## src/rtl/multicore_pkg.sv

```systemverilog
// Shared types, defaults and page-bound helpers for the multicore run controller.
package multicore_pkg;

  localparam int unsigned DefCores   = 4;
  localparam int unsigned DefDataW   = 8;
  localparam int unsigned DefAddrW   = 8;
  localparam int unsigned DefSumW    = 12;
  localparam int unsigned DefCycW    = 16;
  localparam int unsigned DefTimeout = 0;

  typedef enum logic [2:0] {
    StIdle,
    StRun,
    StSum,
    StDone,
    StTimeout
  } run_state_e;

  // First address of core i's page; pages are equal-sized, remainder goes to the last core.
  function automatic int unsigned page_base_f(int unsigned i, int unsigned cores,
                                              int unsigned addr_w);
    int unsigned page;
    page = (32'd1 << addr_w) / cores;
    return i * page;
  endfunction

  // Last address of core i's page; the last core reaches the top of memory.
  function automatic int unsigned page_limit_f(int unsigned i, int unsigned cores,
                                               int unsigned addr_w);
    if (i == cores - 1) begin
      return (32'd1 << addr_w) - 1;
    end
    return page_base_f(i + 1, cores, addr_w) - 1;
  endfunction

endpackage

```

## src/rtl/multicore_run_controller_strobe_fall_detect.sv

```systemverilog
// Per-bit registered falling-edge detector for the core result strobes.
module strobe_fall_detect #(
  parameter int unsigned WIDTH = 4
) (
  input  logic             clk,
  input  logic             reset,
  input  logic [WIDTH-1:0] strobe,
  output logic [WIDTH-1:0] fall
);

  logic [WIDTH-1:0] strobe_q;

  // Strobe history is kept every cycle regardless of controller state.
  always_ff @(posedge clk) begin
    if (reset) begin
      strobe_q <= '0;
    end else begin
      strobe_q <= strobe;
    end
  end

  assign fall = strobe_q & ~strobe;

endmodule

```

## src/rtl/multicore_run_controller.sv

```systemverilog
// Run controller: holds cores in reset until start, captures per-core results on
// strobe falling edges, counts run cycles and sums the captured results serially.
module multicore_run_controller
  import multicore_pkg::*;
#(
  parameter int unsigned CORES   = DefCores,
  parameter int unsigned DATA_W  = DefDataW,
  parameter int unsigned ADDR_W  = DefAddrW,
  parameter int unsigned SUM_W   = DefSumW,
  parameter int unsigned CYC_W   = DefCycW,
  parameter int unsigned TIMEOUT = DefTimeout
) (
  input  logic                     clk,
  input  logic                     reset,
  input  logic                     start,
  input  logic [CORES-1:0]         core_strobe,
  input  logic [CORES*DATA_W-1:0]  core_result,
  output logic [CORES-1:0]         core_reset,
  output logic [CORES*ADDR_W-1:0]  page_base,
  output logic [CORES*ADDR_W-1:0]  page_limit,
  output logic [CORES-1:0]         done_mask,
  output logic                     busy,
  output logic                     all_done,
  output logic                     timed_out,
  output logic [SUM_W-1:0]         total,
  output logic [CYC_W-1:0]         cycles
);

  localparam int unsigned IdxW = (CORES > 1) ? $clog2(CORES) : 1;
  localparam logic [IdxW-1:0] LastIdx = IdxW'(CORES - 1);
  localparam logic [CYC_W-1:0] TimeoutLast = CYC_W'(TIMEOUT - 1);

  if (SUM_W < DATA_W + $clog2(CORES + 1)) begin : g_sum_w_check
    $error("SUM_W too narrow for CORES results of DATA_W bits");
  end

  run_state_e                    state_q, state_d;
  logic [CORES-1:0]              fall, new_mask;
  logic [CORES-1:0]              done_mask_q, done_mask_d;
  logic [CORES-1:0][DATA_W-1:0]  res_q, res_d, res_in;
  logic [SUM_W-1:0]              total_q, total_d;
  logic [CYC_W-1:0]              cycles_q, cycles_d;
  logic                          timed_out_q, timed_out_d;
  logic [IdxW-1:0]               idx_q, idx_d;

  assign res_in = core_result;

  strobe_fall_detect #(
    .WIDTH (CORES)
  ) u_fall (
    .clk    (clk),
    .reset  (reset),
    .strobe (core_strobe),
    .fall   (fall)
  );

  // Edges from cores that already reported are ignored; first capture wins.
  assign new_mask = done_mask_q | fall;

  for (genvar i = 0; i < CORES; i++) begin : g_page
    assign page_base[i*ADDR_W +: ADDR_W]  = ADDR_W'(page_base_f(i, CORES, ADDR_W));
    assign page_limit[i*ADDR_W +: ADDR_W] = ADDR_W'(page_limit_f(i, CORES, ADDR_W));
  end

  // Next-state and datapath update for the run/sum sequence.
  always_comb begin
    state_d     = state_q;
    done_mask_d = done_mask_q;
    res_d       = res_q;
    total_d     = total_q;
    cycles_d    = cycles_q;
    timed_out_d = timed_out_q;
    idx_d       = idx_q;
    case (state_q)
      StIdle, StDone, StTimeout: begin
        if (start) begin
          state_d     = StRun;
          done_mask_d = '0;
          res_d       = '0;
          total_d     = '0;
          cycles_d    = '0;
          timed_out_d = 1'b0;
        end
      end
      StRun: begin
        if (cycles_q != '1) begin
          cycles_d = cycles_q + CYC_W'(1);
        end
        for (int i = 0; i < CORES; i++) begin
          if (fall[i] && !done_mask_q[i]) begin
            res_d[i] = res_in[i];
          end
        end
        done_mask_d = new_mask;
        idx_d       = '0;
        // All-done wins over a simultaneous timeout.
        if (&new_mask) begin
          state_d = StSum;
        end else if ((TIMEOUT != 0) && (cycles_q == TimeoutLast)) begin
          state_d     = StSum;
          timed_out_d = 1'b1;
        end
      end
      StSum: begin
        if (done_mask_q[idx_q]) begin
          total_d = total_q + SUM_W'(res_q[idx_q]);
        end
        idx_d = idx_q + IdxW'(1);
        if (idx_q == LastIdx) begin
          state_d = timed_out_q ? StTimeout : StDone;
        end
      end
      default: state_d = StIdle;
    endcase
  end

  // State and datapath registers with synchronous reset.
  always_ff @(posedge clk) begin
    if (reset) begin
      state_q     <= StIdle;
      done_mask_q <= '0;
      res_q       <= '0;
      total_q     <= '0;
      cycles_q    <= '0;
      timed_out_q <= 1'b0;
      idx_q       <= '0;
    end else begin
      state_q     <= state_d;
      done_mask_q <= done_mask_d;
      res_q       <= res_d;
      total_q     <= total_d;
      cycles_q    <= cycles_d;
      timed_out_q <= timed_out_d;
      idx_q       <= idx_d;
    end
  end

  assign core_reset = (state_q == StIdle) ? '1 : '0;
  assign done_mask  = done_mask_q;
  assign busy       = (state_q == StRun) || (state_q == StSum);
  assign all_done   = (state_q == StDone);
  assign timed_out  = (state_q == StTimeout);
  assign total      = total_q;
  assign cycles     = cycles_q;

endmodule

```

## config.mk

```make
export PLATFORM = sky130hd
export DESIGN_NAME = multicore_run_controller
export DESIGN_NICKNAME = d
export VERILOG_FILES = /design/src/rtl/multicore_pkg.sv /design/src/rtl/multicore_run_controller_strobe_fall_detect.sv /design/src/rtl/multicore_run_controller.sv
export SDC_FILE = /design/constraint.sdc
export NUM_CORES = 1
export LEC_CHECK = 0
export ABC_AREA = 1
export CAP_MARGIN = 20
export CORE_UTILIZATION = 35
export DETAILED_ROUTE_END_ITERATION = 16
export DONT_BUFFER_PORTS = 1
export HOLD_SLACK_MARGIN = 0.06
export PLACE_DENSITY = 0.6
export SYNTH_ARGS = -nofsm -noshare
export SYNTH_HDL_FRONTEND = slang
export SYNTH_SLANG_ARGS = --single-unit
```

## constraint.sdc

```tcl
create_clock -name clk -period 2.25 [get_ports clk]
set_input_delay 0 -clock clk [delete_from_list [all_inputs] [get_ports clk]]
set_output_delay 0 -clock clk [all_outputs]
set_load 0.05 [all_outputs]
```

# == After elaboration in Yosys (flattened, before gate mapping) ==
# Index checks and enable logic that the tools add are counted.
# word_totals
register_bits,73
latchBits,0
ramBits,0
rom_bits,0
input_bits,39
output_inout_bits,103
wordCells,79
n_memories,0
# op_classes
addsub,3
mul,0
div_mod_pow,0
magnitude_cmp,1
eq_ne,15
shifts,0
n_mux,24
n_bitwise,3
reduce_logical,23
# ops
op,n
32-bit one-hot mux with 2 select lines,1
8-bit 2-to-1 mux,5
16-bit 2-to-1 mux,2
32-bit 2-to-1 mux,1
16-bit one-hot mux with 2 select lines,1
12-bit 2-to-1 mux,2
12-bit one-hot mux with 2 select lines,1
3-bit AND reduction,7
2-bit inequality test (second input constant),9
16-bit by 1-bit adder with 16-bit output (second input constant),1
8-bit binary-select mux with 2-bit select,1
16-bit inequality test (second input constant),1
12-bit by 8-bit adder with 12-bit output,1
3-bit 2-to-1 mux,3
3-bit one-hot mux with 3 select lines,1
4-bit 2-to-1 mux,2
4-bit one-hot mux with 2 select lines,1
3-bit by 2-bit equality test with 1-bit output (second input constant),2
2-bit nonzero test,3
4-bit bitwise AND,1
1-bit logical AND,4
1-bit logical NOT,4
4-bit inverter,1
4-bit bitwise OR,1
other kinds (13),13

# == Logic depth before layout (Yosys ltp) ==
# Gate-level depths: netlist of run 1.
# depth
word_depth,6
ltp_mapped,17
depth_no_buf,14

# == By module ==
# Synthesis of run 1 repeated with hierarchy kept, for this count alone.
# unflattened
hier_cells,662
area_unflattened_um2,4556.9
# by_module_without_submodules
mod,instances,cells_each,area_per_inst_um2,seq_area_each_um2
multicore_run_controller,1,642,4416.7,1361.3
strobe_fall_detect,1,20,140.1,80.1

# == Least setup slack after synthesis of run 1 ==
# No wires, ideal clock.
# synth_path
path_kind,register to register
startpoint,register idx_q[0]
endpoint,register total_q[4] (netlist: total[4])
setup_ps,128
t_arrival_ps,2105
required_ps,2122
path_slack_ps,18
stages_incl_launch_ff,15
n_path_buf,3
period_less_slack_ps,2232
path_cell_list,dfxtp_1 buf_4 inv_2 buf_6 clkbuf_1 nor2_1 o22ai_1 ha_1 fa_1 nand3_1 nand3_1 xnor2_1 nor2_1 a21oi_1 nor2_1
# synth_via
elab_chain_len,5
elab_cells_between_ends,9
cone_classes,1 x add/sub; 1 x eq/ne; 6 x mux; 1 x reduce/logical
# synth_lines
element,line_no,source
from (decl),multicore_run_controller.sv:44,"logic [IdxW-1:0] idx_q, idx_d;"
from (signal assigned),multicore_run_controller.sv:134,idx_q <= idx_d;
8-bit binary-select mux with 2-bit select,multicore_run_controller.sv:106,total_d = total_q + SUM_W'(res_q[idx_q]);
8-bit 2-to-1 mux (implied by the code),multicore_run_controller.sv:106,
12-bit by 8-bit adder with 12-bit output,multicore_run_controller.sv:106,
12-bit 2-to-1 mux,multicore_run_controller.sv:105,if (done_mask_q[idx_q]) begin
12-bit one-hot mux with 2 select lines,multicore_run_controller.sv:74,case (state_q)
to (signal assigned),multicore_run_controller.sv:131,total_q <= total_d;
to (decl),multicore_run_controller.sv:41,"logic [SUM_W-1:0] total_q, total_d;"
# Several ways; a longest one is shown, not always the timed one. The select of a mux whose other input is x is not followed.
# A chain may end at the register's enable or synchronous reset.

# == Final worst setup path of run 1 ==
# layout_path
startpoint,register idx_q[0]
endpoint,register total_q[6] (netlist: total[6])
# Same word-level chain as after synthesis.

==> impl_metrics.py, run 1 <==
metrics = {
    "floorplanning": {
        "die_area_um2": 13200,
        "start_util": 0.365,
        "io_pins": 142,
        "core_um2": 12200,
        "fp.dieH_um": 115,
        "die_w_um": 115,
        "num_rows": 40,
    },
    "setup_path": {
        "r2r_setup_slack_ns": 0.19,
        "cp.arrival_ns": 2.32,
        "critical_path_class": "reg2reg",
        "required_ns": 2.52,
        "crit_fanout": 16,
        "crit_path_end_kind": "flop",
        "cp-start-kind": "flop",
    },
    "sta": {
        "finalSetupViolations": 0,
        "timing.fmax_ghz": 0.486,
        "min_period_ns": 2.06,
        "hold_viol_final": 0,
        "maxSlewViolCount": 0,
        "timing.hold.ws_ns": 0.336,
        "finalSetupTns_ns": 0,
        "fin_skew_ns": 0.00699,
        "slew_headroom": 0.641,
        "period_share": 0.914,
        "rsz0062_at_grt": "no",
        "worst_slew_pin_slew_ns": 0.544,
    },
    "synthesis": {
        "synth_top_family_by_area": "simple AND/OR/NAND/NOR gates",
        "synth_fa_ha_area_frac": 0.0467,
        "yosys_most_used_dff": "dfxtp_1",
        "ys_types": 41,
        "syn_area_per_cell_um2": 6.79,
        "seq_area_frac_synth": 0.324,
        "synthMostInstantiatedCell": "nand2_1",
        "synth_simple_gate_area_frac": 0.313,
        "yosysTopAreaCellShare": 0.324,
        "synth_edf_count": 0,
        "synth.area.mux_share": 0,
        "yosys_register_bits": 72,
        "ys_top_cells_by_count": "nand2_1, dfxtp_1, buf_4",
        "ys_async_sr_fraction": 0,
        "yosys_warnings": 0,
        "synthXorXnorAreaFrac": 0.00984,
        "syn-cell-area_um2": 4450,
        "yosys-top-cells-area": "dfxtp_1, nand2_1, buf_4",
        "synth_compound_area_frac": 0.117,
        "syn_inst": 656,
        "yosysTopAreaCell": "dfxtp_1",
    },
    "place": {
        "placed_cells": 840,
        "gp_congestion": 0.914,
        "port_buffers": 0,
        "hpwl_mm": 8.25,
    },
    "flow_run": {
        "cap_violations": 0,
    },
    "clock_network": {
        "clock-sinks": 72,
        "clock_latency_ns": 0.34,
        "cts_tree": "done",
        "cts_max_level": 3,
        "clk_path_buf_depth": 2,
        "cts-root-buf": "clkbuf_16",
        "clk_pin_slew_worst_paths_ns": 0.06,
        "numCtsBuffers": 9,
    },
    "detailed_routing": {
        "drtIter0Drc": 210,
        "dr.pass1.iters": 5,
        "routed_wl_mm": 11.2,
        "avgRoutedWirePerCell_um": 12.6,
        "vias_per_cell": 4.68,
        "drc": 0,
        "ant_nets": 0,
        "vias": 4175,
    },
    "global_routing": {
        "grt_pass1_vias": 3706,
        "grt_max_degree": 61,
        "antenna_found_initial": 0,
        "grt_overflow": 0,
        "track_usage": 0.177,
        "grt_pass1_wl_mm": 18.0,
    },
    "finish": {
        "drive_gt1_frac": 0.119,
        "diodes": 0,
        "final_nets": 777,
        "instances_no_fill": 893,
        "area_delta_synth_final_pct": 19.6,
    },
    "run_status": {
        "run_status": "finished, final reports clean",
    },
    "min_path": {
        "hp-class": "in2reg",
    },
    "power": {
        "vdd_drop_max_uv": 713,
        "powerDensity_nw_per_um2": 973,
        "p_leak_uw": 0.00233,
    },
}
==> sequential cells by signal (all words and copies together), names as in the netlist <==
signal and cells:
state_q 2, idx_q 2, total 12, done_mask 4, res_q 32, cycles 16
u_fall.strobe_q 4
==> placed cells by master, fill, tap and decap left out, drive strengths merged, types with 2 or more instances in the layout <==
cell / synthesis / final
nand2: 174 / 174
dfxtp: 72 / 72
nor2: 71 / 71
conb: 2 / 65
a21oi: 59 / 59
nand3: 58 / 58
inv: 55 / 55
buf: 76 / 40
dlygate4sd3: 0 / 38
o21ai: 22 / 22
ha: 15 / 15
clkbuf: 10 / 9
nand4: 9 / 9
o22ai: 8 / 8
nand3b: 4 / 4
a22oi: 4 / 4
xnor2: 4 / 4
clkinv: 2 / 3
or2: 2 / 2
a31oi: 2 / 2
clkinvlp: 0 / 2
bufinv: 0 / 2
==> layer usage <==
metal  part of all wire  up-vias  GRT usage
li1                   -     2126          -
met1               0.43     1881      0.212
met2               0.48      155      0.303
met3              0.073       13     0.0564
met4              0.014        0     0.0519
met5                  0        -          0
==> metrics by stage <==
stage / total power, uW / worst slack, ns / utilization / instance area [um2]
2_1_floorplan: 3360 / 0.0175 / - / 4690
3_3_place_gp: 3540 / 0.142 / 0.375 / 4570
3_5_place_dp: 3560 / 0.0370 / 0.375 / 4570
4_1_cts: 5170 / 0.0200 / 0.433 / 5290
5_1_grt: 5470 / 0.0142 / 0.436 / 5330
6_report: 5180 / 0.194 / 0.436 / 5330
==> worst max-delay path, cell delays in order (launching register included) <==
cell and delay (ns):
dfxtp_2 0.34, buf_6 0.15, o21ai_1 0.15, o22ai_1 0.12, ha_2 0.21, fa_2 0.37, nand3_1 0.08, nand3_1 0.13
nand2_1 0.11, nand2_1 0.06, nand2_1 0.06, nand3_1 0.07, a21oi_1 0.12
==> cell type report <==
cell class,count,area (um2)
well taps,168,210
clock inverters,5,83.8
repair buffers,78,704
inverters,57,223
clock buffers,9,225
fillers,1239,6890
flip-flops and latches,72,1440
multi-input cells,504,2440
==> logic make-up (layout without fill, tap and decap cells) <==
logic type	after synthesis	count (layout)
AO/OA/AOI/OAI	98	98
XOR/XNOR	5	5
adder cells (fa/ha/maj)	16	16
buffers and inverters	143	149
flip-flops	72	72
other	2	65
AND/OR/NAND/NOR	320	320
==> power breakdown <==
group	total [uW]	switching (uW)	internal [uW]	leakage, uW
Sequential	1470	78.6	1390	0.000583
Clock	1520	556	959	0.000144
Combinational	2200	1670	532	0.00160
Total	5180	2300	2880	0.00233
==> what timing repair did <==
item	in CTS	in global routing
setup endpoints to repair	0	9
hold buffers	39	0
setup buffers	0	0
endpoints found under the hold margin	62	0
resized for setup	0	12
==> final timing paths <==
check                                     from            endpoint  cells after the start
worst max-delay path                  idx_q[0]            total[6]                     12
worst min-delay path            core_strobe[0]  u_fall.strobe_q[0]                      3
worst max register to register        idx_q[0]            total[6]                     12
worst min register to register       res_q[27]           res_q[27]                      2
Note: power is estimated with default switching activity, not from simulation.
==> inputs of run 2 (changes only) <==
CORE_UTILIZATION = 39   (was 35)
PLACE_DENSITY = 0.64   (was 0.6)
==> run 2 against run 1 <==
Against the previous run:
- global-route usage up 2.5 points
- via count down 0.24%
- power down 0.44%
- critical path type unchanged
==> impl_metrics.py, run 2 (synthesis gave the netlist of run 1 again) <==
metrics = {
    "setup_path": {
        "cpMostUsedCell": "nand3_1",
        "crit_path_end_kind": "flop",
        "critPathBufInv": 1,
        "slowest_delay_ns": 0.34,
        "reg2reg_to": "total[3]",
        "ff2ff_path_depth": 9,
        "crit_fanout": 19,
        "crit_family": "simple AND/OR/NAND/NOR gates",
        "r2r_setup_slack_ns": 0.14,
        "critical_path_class": "reg2reg",
        "required_ns": 2.47,
        "slowest_stage": "dfxtp_2",
        "cp-start-kind": "flop",
        "cp.arrival_ns": 2.33,
        "worstReg2RegStart": "idx_q[0]",
        "path_cells": "buf_12 -> o21ai_0 -> o22ai_2 -> ha_1 -> nand3_1 -> nand3_1 -> or2_2 -> nand3_1 -> a21oi_1",
    },
    "min_path": {
        "hp-class": "in2reg",
        "min-delay-start": "core_strobe[0]",
        "whs_path_depth": 3,
        "holdPathEnd": "u_fall.strobe_q[0]",
    },
    "power": {
        "power.share.sequential": 0.284,
        "powerDensity_nw_per_um2": 977,
        "p_leak_uw": 0.00233,
        "total_power_uw": 5160,
        "power.switching_uw": 2290,
        "p_sw_frac": 0.444,
        "vdd_drop_max_uv": 548,
        "clkPwrFrac": 0.293,
        "p_int_uw": 2870,
        "combPwrFrac": 0.422,
    },
    "floorplanning": {
        "io_pins": 142,
        "core_um2": 11000,
        "die_w_um": 109,
        "die_area_um2": 11800,
        "start_util": 0.405,
        "fp.dieH_um": 109,
        "num_rows": 38,
    },
    "sta": {
        "maxSlewViolCount": 0,
        "worst_slew_pin_slew_ns": 0.546,
        "fin_skew_ns": 0.00462,
        "min_period_ns": 2.11,
        "hold_viol_final": 0,
        "timing.fmax_ghz": 0.473,
        "rsz0062_at_grt": "yes",
        "period_share": 0.939,
        "finalSetupViolations": 0,
        "slew_headroom": 0.639,
        "timing.hold.ws_ns": 0.348,
    },
    "finish": {
        "top_register": "res_q",
        "final_nets": 777,
        "final_cell_mix": "nand2_1, dfxtp_1, nor2_1, conb_1",
        "drive_gt1_frac": 0.118,
        "area_delta_synth_final_pct": 18.7,
        "largest_reg_flops": 32,
        "layout_commonest_cell": "nand2_1",
        "diodes": 0,
        "instances_no_fill": 866,
    },
    "detailed_routing": {
        "vias_per_cell": 4.81,
        "vias": 4165,
        "avgRoutedWirePerCell_um": 13.0,
        "ant_nets": 0,
        "dr.pass1.iters": 5,
        "routed_wl_mm": 11.3,
        "drtIter0Drc": 291,
        "drc": 0,
    },
    "clock_network": {
        "clk_pin_slew_worst_paths_ns": 0.06,
        "clk_path_buf_depth": 2,
        "numCtsBuffers": 9,
        "clock-sinks": 72,
        "cts_max_level": 3,
        "cts-root-buf": "clkbuf_16",
        "clock_latency_ns": 0.34,
        "cts_tree": "done",
    },
    "global_routing": {
        "grt_overflow": 0,
        "grt_pass1_wl_mm": 18.4,
        "track_usage": 0.202,
        "grt_pass1_vias": 3926,
        "antenna_found_initial": 0,
        "grt_max_degree": 61,
    },
    "place": {
        "gp_congestion": 0.911,
        "hpwl_mm": 8.19,
        "placed_cells": 812,
        "port_buffers": 0,
    },
    "run_status": {
        "run_status": "finished, final reports clean",
    },
    "flow_run": {
        "cap_violations": 0,
    },
}
==> run 2: changes by cell type in the layout (fill, tap and decap cells not counted) <==
cell      previous run  this run
o21ai_0             18        20
clkinv_4             1         0
o21ai_1              4         2
inv_2                6         8
inv_4                3         2
buf_6                1         0
nand2_8              1         0
clkinv_2             1         3
ha_1                12        14
nand2_4              2         3
inv_1               46        45
buf_12               0         1
ha_2                 3         1
==> run 2: what timing repair did <==
action / in CTS / in global routing
endpoints found under the setup margin: 0 / 8
hold buffers: 39 / 0
buffers inserted: 0 / 0
gates resized for setup: 0 / 6
endpoints found under the hold margin: 62 / 0
==> run 2: per-stage QoR <==
stage / TNS (ns) / area [um2] / utilization / worst slack [ns]
finish: 0 / 5280 / 0.481 / 0.137
global route: -0.0370 / 5280 / 0.481 / -0.0370
CTS: 0 / 5270 / 0.480 / 0.0125
detailed placement: 0 / 4550 / 0.414 / 0.0289
global placement: 0 / 4550 / 0.414 / 0.151
floorplan: 0 / 4690 / - / 0.0175
==> run 2: tightest hold or removal path: cells and delay by family <==
family        cells  cell delay, ns
buf+inv           2            0.60
simple gates      1            0.04
==> run 2: worst max-delay path by stage <==
stage | startpoint | end | slack [ns] | cells after the start
finish | idx_q[0] | total[3] | 0.14 | 9
global route | idx_q[1] | total[8] | -0.04 | 12
CTS | idx_q[0] | total[4] | 0.01 | 11
detailed placement | idx_q[0] | total[4] | 0.03 | 11
global placement | idx_q[0] | total[8] | 0.15 | 13
floorplan | idx_q[0] | total[4] | 0.02 | 14
==> run 2: metal layers <==
metal / global-route usage / wire length, um
met1: 0.246 / 4980
met2: 0.344 / 5460
met3: 0.0526 / 671
met4: 0.0666 / 148
met5: 0 / 0
==> run 2: area by class of cell <==
| cell class | instances | area (um2) |
|---|---|---|
| Clock buffer | 9 | 225 |
| Clock inverter | 6 | 85.1 |
| Fill cell | 1114 | 5700 |
| Inverter | 57 | 220 |
| Multi-Input combinational cell | 504 | 2420 |
| Sequential cell | 72 | 1440 |
| Tap cell | 140 | 175 |
| Timing Repair Buffer | 78 | 713 |
==> run 2: power groups by stage <==
stage / combinational (uW) / clock (uW) / sequential (uW)
2_1_floorplan: 1830 / 0 / 1530
3_3_place_gp: 2030 / 0 / 1490
3_5_place_dp: 2060 / 0 / 1490
4_1_cts: 2150 / 1550 / 1460
5_1_grt: 2380 / 1600 / 1480
6_report: 2180 / 1510 / 1470
==> inputs of run 3 (changes only) <==
--- a/config.mk
+++ b/config.mk
@@ -7,10 +7,11 @@
 export LEC_CHECK = 0
 export ABC_AREA = 1
+export BUFFER_PORTS_ARGS = -buffer_cell sky130_fd_sc_hd__buf_2
 export CAP_MARGIN = 20
 export CORE_UTILIZATION = 39
 export DETAILED_ROUTE_END_ITERATION = 16
-export DONT_BUFFER_PORTS = 1
 export HOLD_SLACK_MARGIN = 0.06
-export PLACE_DENSITY = 0.64
+export PLACE_DENSITY = 0.75
+export REMOVE_ABC_BUFFERS = 1
 export SYNTH_ARGS = -nofsm -noshare
 export SYNTH_HDL_FRONTEND = slang
==> constraint.sdc (replaced) <==
create_clock -name clk -period 2.25 [get_ports clk]
set_input_delay 0.3375 -clock clk [delete_from_list [all_inputs] [get_ports clk]]
set_output_delay 0.3375 -clock clk [all_outputs]
set_load 0.05 [all_outputs]
==> run 3 against run 2 <==
Against the previous run:
- critical path depth grew 2
- core utilization shrank 2.5 points
- sequential share of layout area is 1.5 points higher
- combinational power decreased by 3%
- power is 3.4% lower
- clock power decreased by 9%
- wire length shrank 9.3%
- flip-flop and latch count is the same
- via count is 1.2% lower
- die area unchanged
- largest cell class unchanged
==> impl_metrics.py, run 3 (synthesis gave the netlist of run 1 again) <==
metrics = {
    "sta": {
        "rsz0062_at_grt": "no",
        "timing.fmax_ghz": 0.479,
        "maxSlewViolCount": 0,
        "fin_skew_ns": 0.00852,
        "slew_headroom": 0.579,
        "finalSetupTns_ns": 0,
        "hold_viol_final": 0,
        "period_share": 0.927,
        "min_period_ns": 2.09,
        "timing.hold.ws_ns": 0.216,
        "worst_slew_pin_slew_ns": 0.632,
        "setup_ws_ns": 0.164,
        "finalSetupViolations": 0,
    },
    "detailed_routing": {
        "ant_nets": 0,
        "drc": 0,
        "routed_wl_mm": 10.2,
        "vias": 4114,
        "avgRoutedWirePerCell_um": 11.7,
        "vias_per_cell": 4.70,
        "drtIter0Drc": 194,
        "dr.pass1.iters": 5,
    },
    "min_path": {
        "hp-class": "in2reg",
    },
    "power": {
        "vdd_drop_max_uv": 543,
        "p_leak_uw": 0.00235,
        "powerDensity_nw_per_um2": 994,
    },
    "floorplanning": {
        "core_um2": 11000,
        "io_pins": 142,
        "die_w_um": 109,
        "start_util": 0.405,
        "num_rows": 38,
        "fp.dieH_um": 109,
        "die_area_um2": 11800,
    },
    "clock_network": {
        "clock_latency_ns": 0.34,
        "cts-root-buf": "clkbuf_16",
        "numCtsBuffers": 9,
        "hold_buffers": 0,
        "cts_max_level": 3,
        "cts_tree": "done",
        "clock-sinks": 72,
        "clk_path_buf_depth": 2,
        "clk_pin_slew_worst_paths_ns": 0.06,
    },
    "finish": {
        "top_register": "res_q",
        "drive_gt1_frac": 0.183,
        "diodes": 0,
        "instances_no_fill": 876,
        "utilization": 0.456,
        "final_cell_mix": "nand2_1, buf_2, dfxtp_1, conb_1, nor2_1",
        "area_delta_synth_final_pct": 12.6,
        "layout_commonest_cell": "nand2_1",
        "largest_reg_flops": 32,
        "final_nets": 786,
    },
    "setup_path": {
        "path_cells": "inv_2 -> o21ai_0 -> o22ai_1 -> ha_1 -> fa_2 -> nand3_1 -> nand3_1 -> xnor2_1 -> nor2_1 -> a21oi_1 -> nor2_1",
        "crit_path_end_kind": "flop",
        "crit_family": "adder cells",
        "critical_path_class": "reg2reg",
        "crit_fanout": 9,
        "cp.arrival_ns": 2.28,
        "critPathBufInv": 1,
        "cp-start-kind": "flop",
        "slowest_stage": "dfxtp_4",
        "required_ns": 2.45,
        "slowest_delay_ns": 0.38,
    },
    "global_routing": {
        "grt_max_degree": 60,
        "grt_pass1_vias": 3441,
        "grt_overflow": 0,
        "grt_pass1_wl_mm": 16.3,
        "antenna_found_initial": 0,
        "track_usage": 0.177,
    },
    "flow_run": {
        "cap_violations": 0,
    },
    "run_status": {
        "run_status": "finished, final reports clean",
    },
    "place": {
        "pre_cts_ws_ns": 0.0496,
        "port_buffers": 76,
        "gp_congestion": 0.829,
        "hpwl_mm": 7.60,
        "placed_cells": 859,
    },
}
==> run 3: changes by cell type in the layout (fill, tap and decap cells not counted), sizes merged <==
cell         before  now
inv              55   59
clkinvlp          2    1
dlygate4sd3      38    0
buf              40   87
bufinv            2    0
==> run 3: worst min-delay path, cell delays in order <==
cell and delay, ns:
buf_2 0.07, inv_1 0.04, nor2_1 0.07
==> run 3: timing repair <==
| action | CTS | global route |
|---|---|---|
| resized for setup | 0 | 9 |
| buffers inserted | 0 | 1 |
| hold endpoints to repair | 0 | 0 |
| endpoints found under the setup margin | 0 | 9 |
==> run 3: worst paths after layout <==
kind | start | end | slack, ns | cells past startpoint
max | idx_q[0] | total[4] | 0.16 | 11
min | core_strobe[1] | u_fall.strobe_q[1] | 0.22 | 3
max reg2reg | idx_q[0] | total[4] | 0.16 | 11
min reg2reg | res_q[23] | res_q[23] | 0.46 | 2
==> run 3: power breakdown <==
group          internal, uW  switching [uW]
Combinational           514            1600
Sequential             1390            97.6
Clock                   770             609
Total                  2670            2310
==> run 3: final cells by class <==
cell class	count	area, um2
repair buffers	87	463
clock inverters	7	62.6
clock buffers	9	225
flip-flops and latches	72	1450
inverters	57	220
multi-input cells	504	2420
well taps	140	175
fillers	1167	5970
==> run 3: per-layer routing <==
| metal | track usage | up-vias | part of all wire |
|---|---|---|---|
| met4 | 0.0695 | 0 | 0.017 |
| met2 | 0.267 | 135 | 0.45 |
| met1 | 0.243 | 1830 | 0.48 |
| met3 | 0.0442 | 14 | 0.059 |
| li1 | - | 2135 | - |
| met5 | 0 | - | 0 |
==> run 3: through the flow <==
stage	total power [uW]	cell area, um2
2_1_floorplan	3100	4070
3_3_place_gp	3590	4700
3_5_place_dp	3600	4700
4_1_cts	5000	4990
5_1_grt	5290	5010
6_report	4980	5010
